### src/rtl/usb_tx_encoder.sv
// usb_tx_encoder: USB full-speed transmit line encoder.
// Sends SYNC, then the NRZI-encoded and bit-stuffed payload, then EOP (SE0 x N, J).
// All line and state updates happen on bit_strobe cycles only; tx_done clears on the next clk.
// Optional feature: define USB_TX_OE_EN to add the registered pad output-enable d_oe.
module usb_tx_encoder #(
  parameter logic [7:0]  SYNC_PATTERN = 8'h80,
  parameter int unsigned STUFF_LEN    = 6,
  parameter int unsigned EOP_SE0_BITS = 2
) (
  input  logic       clk,
  input  logic       n_rst,
  input  logic       bit_strobe,
  input  logic       tx_valid,
  input  logic [7:0] tx_data,
  input  logic       tx_last,
  output logic       tx_ready,
  output logic       tx_busy,
  output logic       tx_done,
  output logic       tx_underrun,
  output logic       d_plus_out,
  output logic       d_minus_out
`ifdef USB_TX_OE_EN
  ,
  output logic       d_oe
`endif
);

  localparam int unsigned CNT_W = $clog2(STUFF_LEN + 1);
  localparam int unsigned SE0_W = $clog2(EOP_SE0_BITS + 1);
  localparam int unsigned IDX_W = 3;

  typedef enum logic [2:0] {
    IDLE    = 3'd0,
    SYNC    = 3'd1,
    DATA    = 3'd2,
    EOP_SE0 = 3'd3,
    EOP_J   = 3'd4
  } state_t;

  state_t             r_state;
  logic [IDX_W-1:0]   r_bit_idx;
  logic [CNT_W-1:0]   r_ones_cnt;
  logic [SE0_W-1:0]   r_se0_cnt;
  logic [7:0]         r_shift;
  logic               r_last;
  logic               r_need_byte;
  logic               r_dp;
  logic               r_dm;
  logic               r_busy;
  logic               r_done;
  logic               r_underrun;

  state_t             w_nxt_state;
  logic [IDX_W-1:0]   w_nxt_bit_idx;
  logic [CNT_W-1:0]   w_nxt_ones_cnt;
  logic [SE0_W-1:0]   w_nxt_se0_cnt;
  logic [7:0]         w_nxt_shift;
  logic               w_nxt_last;
  logic               w_nxt_need_byte;
  logic               w_nxt_dp;
  logic               w_nxt_dm;
  logic               w_nxt_busy;
  logic               w_nxt_done;
  logic               w_nxt_underrun;
  logic               w_tx_ready;
  logic               w_stuff_due;
  logic               w_drive_bit;
  logic               w_tx_bit;

  assign w_stuff_due = (r_ones_cnt == CNT_W'(STUFF_LEN));

  // State and line registers; only bit_strobe cycles advance, tx_done self-clears.
  always_ff @(posedge clk or negedge n_rst) begin
    if (!n_rst) begin
      r_state     <= IDLE;
      r_bit_idx   <= '0;
      r_ones_cnt  <= '0;
      r_se0_cnt   <= '0;
      r_shift     <= '0;
      r_last      <= 1'b0;
      r_need_byte <= 1'b0;
      r_dp        <= 1'b1;
      r_dm        <= 1'b0;
      r_busy      <= 1'b0;
      r_done      <= 1'b0;
      r_underrun  <= 1'b0;
    end else begin
      r_done <= 1'b0;
      if (bit_strobe) begin
        r_state     <= w_nxt_state;
        r_bit_idx   <= w_nxt_bit_idx;
        r_ones_cnt  <= w_nxt_ones_cnt;
        r_se0_cnt   <= w_nxt_se0_cnt;
        r_shift     <= w_nxt_shift;
        r_last      <= w_nxt_last;
        r_need_byte <= w_nxt_need_byte;
        r_dp        <= w_nxt_dp;
        r_dm        <= w_nxt_dm;
        r_busy      <= w_nxt_busy;
        r_done      <= w_nxt_done;
        r_underrun  <= w_nxt_underrun;
      end
    end
  end

  // Next-state, byte fetch, bit stuffing and NRZI line encoding.
  always_comb begin
    w_nxt_state     = r_state;
    w_nxt_bit_idx   = r_bit_idx;
    w_nxt_ones_cnt  = r_ones_cnt;
    w_nxt_se0_cnt   = r_se0_cnt;
    w_nxt_shift     = r_shift;
    w_nxt_last      = r_last;
    w_nxt_need_byte = r_need_byte;
    w_nxt_dp        = r_dp;
    w_nxt_dm        = r_dm;
    w_nxt_busy      = r_busy;
    w_nxt_done      = 1'b0;
    w_nxt_underrun  = r_underrun;
    w_tx_ready      = 1'b0;
    w_drive_bit     = 1'b0;
    w_tx_bit        = 1'b0;

    case (r_state)
      IDLE: begin
        w_nxt_dp = 1'b1;
        w_nxt_dm = 1'b0;
        if (tx_valid) begin
          w_nxt_state     = SYNC;
          w_nxt_busy      = 1'b1;
          w_nxt_underrun  = 1'b0;
          w_nxt_last      = 1'b0;
          w_nxt_need_byte = 1'b0;
          w_nxt_bit_idx   = IDX_W'(1);
          w_tx_bit        = SYNC_PATTERN[0];
          w_drive_bit     = 1'b1;
        end
      end

      SYNC: begin
        w_tx_bit    = SYNC_PATTERN[r_bit_idx];
        w_drive_bit = 1'b1;
        if (r_bit_idx == IDX_W'(7)) begin
          w_nxt_state     = DATA;
          w_nxt_need_byte = 1'b1;
          w_nxt_bit_idx   = '0;
        end else begin
          w_nxt_bit_idx = r_bit_idx + IDX_W'(1);
        end
      end

      DATA: begin
        if (w_stuff_due) begin
          // Stuffed 0: toggle the line without advancing the bit pointer.
          w_nxt_dp       = ~r_dp;
          w_nxt_dm       = ~r_dm;
          w_nxt_ones_cnt = '0;
        end else if (r_need_byte && r_last) begin
          w_nxt_state     = EOP_SE0;
          w_nxt_need_byte = 1'b0;
          w_nxt_se0_cnt   = SE0_W'(1);
          w_nxt_dp        = 1'b0;
          w_nxt_dm        = 1'b0;
        end else if (r_need_byte) begin
          w_tx_ready = bit_strobe;
          if (tx_valid) begin
            w_nxt_shift     = tx_data;
            w_nxt_last      = tx_last;
            w_nxt_need_byte = 1'b0;
            w_nxt_bit_idx   = IDX_W'(1);
            w_tx_bit        = tx_data[0];
            w_drive_bit     = 1'b1;
          end else begin
            w_nxt_underrun  = 1'b1;
            w_nxt_state     = EOP_SE0;
            w_nxt_need_byte = 1'b0;
            w_nxt_se0_cnt   = SE0_W'(1);
            w_nxt_dp        = 1'b0;
            w_nxt_dm        = 1'b0;
          end
        end else begin
          w_tx_bit    = r_shift[r_bit_idx];
          w_drive_bit = 1'b1;
          if (r_bit_idx == IDX_W'(7)) begin
            w_nxt_need_byte = 1'b1;
            w_nxt_bit_idx   = '0;
          end else begin
            w_nxt_bit_idx = r_bit_idx + IDX_W'(1);
          end
        end
      end

      EOP_SE0: begin
        if (r_se0_cnt >= SE0_W'(EOP_SE0_BITS)) begin
          w_nxt_state = EOP_J;
          w_nxt_dp    = 1'b1;
          w_nxt_dm    = 1'b0;
        end else begin
          w_nxt_se0_cnt = r_se0_cnt + SE0_W'(1);
          w_nxt_dp      = 1'b0;
          w_nxt_dm      = 1'b0;
        end
      end

      EOP_J: begin
        w_nxt_state    = IDLE;
        w_nxt_busy     = 1'b0;
        w_nxt_done     = 1'b1;
        w_nxt_dp       = 1'b1;
        w_nxt_dm       = 1'b0;
        w_nxt_se0_cnt  = '0;
        w_nxt_bit_idx  = '0;
        w_nxt_ones_cnt = '0;
        w_nxt_last     = 1'b0;
      end

      default: begin
        w_nxt_state = IDLE;
        w_nxt_dp    = 1'b1;
        w_nxt_dm    = 1'b0;
      end
    endcase

    // NRZI: a 1 holds the line and counts toward stuffing, a 0 toggles and clears the run.
    if (w_drive_bit) begin
      if (w_tx_bit) begin
        w_nxt_ones_cnt = r_ones_cnt + CNT_W'(1);
      end else begin
        w_nxt_dp       = ~r_dp;
        w_nxt_dm       = ~r_dm;
        w_nxt_ones_cnt = '0;
      end
    end
  end

  assign tx_ready    = w_tx_ready;
  assign tx_busy     = r_busy;
  assign tx_done     = r_done;
  assign tx_underrun = r_underrun;
  assign d_plus_out  = r_dp;
  assign d_minus_out = r_dm;

`ifdef USB_TX_OE_EN
  // Pad enable spans SYNC bit0 through the EOP J bit time, exactly the busy window.
  assign d_oe = r_busy;
`endif

endmodule

### config.mk
export PLATFORM = sky130hd
export DESIGN_NAME = usb_tx_encoder
export DESIGN_NICKNAME = d
export VERILOG_FILES = /design/src/rtl/usb_tx_encoder.sv
export SDC_FILE = /design/constraint.sdc
export NUM_CORES = 1
export LEC_CHECK = 0
export BUFFER_PORTS_ARGS = -buffer_cell sky130_fd_sc_hd__buf_2
export CAP_MARGIN = 10
export CORE_AREA = 2 2 82 84
export DETAILED_ROUTE_END_ITERATION = 10
export DIE_AREA = 0 0 84 86
export GPL_ROUTABILITY_DRIVEN = 1
export HOLD_SLACK_MARGIN = 0.08
export RECOVER_POWER = 25
export SLEW_MARGIN = 0
export SYNTH_ARGS = -nofsm -noshare
export SYNTH_HDL_FRONTEND = slang
export SYNTH_SLANG_ARGS = --single-unit
### constraint.sdc
create_clock -name clk -period 1.9 [get_ports clk]
set_clock_uncertainty 0.2 [all_clocks]
set_input_delay 0.095 -clock clk [delete_from_list [all_inputs] [get_ports clk]]
set_output_delay 0.095 -clock clk [all_outputs]
set_load 0.02 [all_outputs]
# Word-level counts from Yosys, hierarchy flattened
# Memory sizes are Yosys's and may differ from the RTL's.
# Cells that the tools add are included.
[word_totals]
romBits = 8
n_memories = 1
in_bits = 13
ff_bits = 26
[classes]
n_lt_le_gt_ge = 2
mux = 77
reduce_logical = 18
bitwise_logic = 4
addsub = 3
n_eq_ne = 18
[memory_table]
columns = ["name", "words", "width", "rd", "rd_clocked_by_memory_dff", "write_ports", "line", "text"]
rows = [
  ["(no name shown)", 8, 1, 1, 0, 0, "141", "w_tx_bit = SYNC_PATTERN[r_bit_idx];"],
]
[op_table]
columns = ["cell", "count"]
rows = [
  ["$mux W3", 15],
  ["$mux W1", 44],
  ["$pmux W3 S4", 2],
  ["$reduce_and A7 Y1", 3],
  ["$ne A2 B2 Y1 const B", 9],
  ["$pmux W1 S3", 4],
  ["$reduce_and A6 Y1", 2],
  ["$reduce_bool A3 Y1", 4],
  ["$mux W2", 5],
  ["$eq A3 B3 Y1 const B", 3],
  ["$ne A3 B3 Y1 const B", 3],
  ["$pmux W1 S2", 4],
  ["$add A3 B1 Y3 const B", 2],
  ["$eq A3 B2 Y1 const B", 2],
  ["$pmux W2 S3", 1],
  ["$pmux W3 S2", 1],
  ["$reduce_and A3 Y1", 2],
  ["$reduce_and A5 Y1", 1],
  ["$lt A3 B4 Y1 const B", 1],
  ["$not A1 Y1", 4],
  ["$reduce_and A4 Y1", 1],
  ["$reduce_bool A2 Y1", 2],
  ["$reduce_bool A4 Y1", 1],
  ["$bmux W1 S3", 1],
  ["other kinds (5)", 5],
]

# Longest topological paths before layout
[logic_depth]
word_depth = 8
depth_mapped = 7

# Least setup slack after synthesis
# OpenSTA, ideal clock, no wires.
[synth_path]
kind = "register to register"
from = "reg r_state[2]"
to = "reg r_shift[0]"
t_arrival_ns = 1.832
path_slack_ns = -0.257
setup_ns = 0.125
required_ns = 1.575
stages_incl_launch_ff = 6
synth_period_minus_slack_ns = 2.157
path_buffers = 0
path_cell_list = "dfrtp_1 -> or3b_1 -> nor3b_1 -> and3_1 -> nand2_2 -> mux2_2"
[synth_between]
elab_chain_cells = 2
[synth_lines]
columns = ["element", "line", "text"]
rows = [
  ["start, declared", "40", "state_t r_state;"],
  ["start signal, assigned", "90", "r_state <= w_nxt_state;"],
  ["$eq A3 B2 Y1", "124", "case (r_state)"],
  ["$reduce_and A6 Y1 (no line)", "--", ""],
  ["end signal, assigned", "94", "r_shift <= w_nxt_shift;"],
  ["end, declared", "44", "logic [7:0] r_shift;"],
]
# No other way between the ends.
# A chain may end at the register's enable or synchronous reset.

# Final worst setup path
[layout_path]
from = "reg r_state[0]"
to = "reg r_ones_cnt[2]"
[layout_between]
elab_chain_cells = 4
word_cells_on_any_way = 12
cone_classes = "eq/ne: 4; mux: 5; reduce/logical: 3"
[layout_lines]
columns = ["element", "line", "text"]
rows = [
  ["$eq A3 B2 Y1, or another cell as far along", "124", ""],
  ["$pmux W1 S3 or $pmux W1 S2 (tied branches)", "124", ""],
  ["$ne A3 B3 Y1 (no line), or another cell as far along", "--", ""],
  ["$reduce_and A3 Y1 (no line) or $mux W3 (tied branches)", "--", ""],
  ["end signal, assigned", "92", "r_ones_cnt <= w_nxt_ones_cnt;"],
  ["end, declared", "42", "logic [CNT_W-1:0] r_ones_cnt;"],
]
# Parallel ways exist; a longest one is shown, timed or not.

==> impl_metrics.json <==
{
  "status": "finished, violations left",
  "violations": "setup timing",
  "r2r_start": "r_state[0]",
  "max_stage_delay_ns": 0.46,
  "fin_crit_sh": 1.13,
  "layout_commonest_cell": "buf_4",
  "rsz0062_at_grt": "yes",
  "p_per_area_nw_per_um2": 1500,
  "synth_ff_type": "dfrtp_1",
  "path_clk_slew_ns": 0.10,
  "drv_cap": 0,
  "hold_viol": 0,
  "netlist_instances": 154,
  "worst_path_max_delay_cell": "or3b_4",
  "critPathRequiredTime_ns": 1.88,
  "p_leak_nw": 1.14,
  "vias_per_cell": 4.87,
  "yosysWarnings": 0,
  "grt_util_all_layers": 0.121,
  "reg2regPathDepth": 6,
  "drive_above_1_share": 0.509,
  "dieArea_um2": 7220,
  "layout_common_cells": "buf_4 (36), dfrtp_1 (25), buf_2 (15), buf_6 (15)",
  "fmax_mhz": 466,
  "slew_headroom": 0.548,
  "port_buffers": 18,
  "regArea_um2": 652,
  "gp_congestion": 0.762,
  "crit_type": "register to register",
  "synth_fp_nets": 172,
  "place_ws_ns": -0.173,
  "tns_ns": -3.03,
  "final_cell_area_um2": 2490,
  "worst_slew_pin_slew_ns": 0.678,
  "setup_ws_ns": -0.247,
  "drt_first_pass_iters": 4,
  "routed_wl_um": 4470,
  "cts.htree.levels": 1,
  "diodes": 0,
  "hpwl_um": 2920,
  "ant_nets": 0,
  "via_count": 1504,
  "postPlaceCellArea_um2": 2030,
  "startpoint_type": "register",
  "grt_max_degree": 27,
  "cp.arrival_ns": 2.13,
  "cp_max_fo": 3,
  "grt-ovfl-total": 0,
  "ios": 19,
  "timing.rr.end": "r_ones_cnt[2]",
  "drtIter0Drc": 60,
  "core_region_area_um2": 6280,
  "vdd_drop_max_v": 0.000724,
  "hold_path_class": "input port to register",
  "grt_antenna_before_repair": 0,
  "rows": 29,
  "avgSynthCellArea_um2": 9.94,
  "dieWidth_um": 84,
  "endpoint_kind": "register",
  "worstSkewPairLatency_ns": 0.27,
  "crit_start": "r_state[0]",
  "numCtsBuffers": 3,
  "nFillCells": 591,
  "syn2layout_area_growth_pct": 62.8,
  "wl_per_cell_um": 14.5,
  "clock_tree.buffer_depth": 2,
  "grt_pass1_vias": 1531,
  "rrSetupSlack_ns": -0.25,
  "multi_input_area_um2": 1010,
  "crit_path_end": "r_ones_cnt[2]",
  "drv_slew": 0,
  "hold_path.startpoint": "tx_last",
  "setup_viol_count_final": 21,
  "cts_tree": "done",
  "cts_sinks": 26,
  "ys_ff_latch": 26,
  "die_y_um": 86,
  "synth_area_um2": 1530,
  "worstPathCellList": "or3b_4 -> a221oi_4 -> buf_4 -> o41ai_2 -> o21bai_4 -> o311ai_2",
  "postSynth.asyncResetShare": 1.00,
  "drcViolationCount": 0,
  "final_nets": 251,
  "yosysSeqAreaShare": 0.426,
  "start_util": 0.244,
  "synth_edf_count": 0,
  "grt_pass1_wl_um": 7230,
  "min_period_ns": 2.15,
  "yosysUniqueCellTypes": 51,
  "cts_root_buf": "clkbuf_8",
  "finalCoreUtilization": 0.397
}
==> worst min path at each step <==
stage,end,slack [ns],cells past startpoint
floorplan,d_minus_out,-0.40,0
global placement,d_minus_out,-0.07,1
detailed placement,d_minus_out,-0.06,1
CTS,r_last,0.09,4
global route,r_last,0.11,4
finish,r_last,0.09,4
==> metal layers <==
layer	vias up	global-route usage	part of all wire
met3	8	0.0212	0.021
li1	730	-	-
met5	-	0	0
met4	0	0.0308	0.016
met1	739	0.158	0.45
met2	27	0.209	0.51
==> per-stage QoR <==
step           power (mW)  std cells  hold slack [ns]
6_report             3.75        309           0.0894
5_1_grt              4.00        309            0.106
4_1_cts              3.49        308           0.0926
3_5_place_dp         2.74        284          -0.0611
3_3_place_gp         2.70        284          -0.0674
2_1_floorplan        1.98        154           -0.401
==> synth_stat cells (3+ instances only) <==
master   instances  area share
dfrtp_1         25        0.41
nor2_1          14       0.034
a21oi_1         12       0.039
nand2_1         12       0.029
mux2_2          10       0.074
o21ai_0          9       0.029
inv_1            7       0.017
ha_1             5       0.041
nor3_1           5       0.016
a32o_1           3       0.020
nand3_1          3      0.0098
==> layout make-up <==
class | instances | area share
well taps | 77 | 0.0386
repair buffers | 79 | 0.254
clock inverters | 1 | 0.0120
inverters | 7 | 0.0105
multi-input cells | 116 | 0.407
flip-flops and latches | 26 | 0.261
clock buffers | 3 | 0.0166
==> where the power goes <==
part	switching [mW]	internal, mW
sequential	0.146	0.763
clock	0.189	0.282
combinational	1.09	1.28
total	1.43	2.32
==> registers in the layout, summed over array words and instances, names as in the netlist, 2 cells and up <==
name        count
r_bit_idx       3
r_ones_cnt      3
r_se0_cnt       2
r_shift         8
r_state         3
==> timing repair <==
item	in CTS	in global routing
resized for setup	32	23
hold buffers	11	0
endpoints found under the hold margin	39	0
setup endpoints to repair	22	24
buffers inserted	9	5
pin swaps	12	14
==> worst max-delay path, delay by kind of cell (launching register included) <==
family | cells | cell delay, ns
DFF | 1 | 0.43
AOI/OAI and AO/OA | 4 | 0.80
and+or+nand+nor | 1 | 0.46
buffers and inverters | 1 | 0.17
==> cell families after synthesis <==
group / after synthesis / synth area share
simple gates: 55 / 0.198
compound gates: 43 / 0.199
flops: 26 / 0.426
mux: 13 / 0.101
buf+inv: 12 / 0.0360
fa+ha+maj: 5 / 0.0408
(Power assumes the default switching activity.)
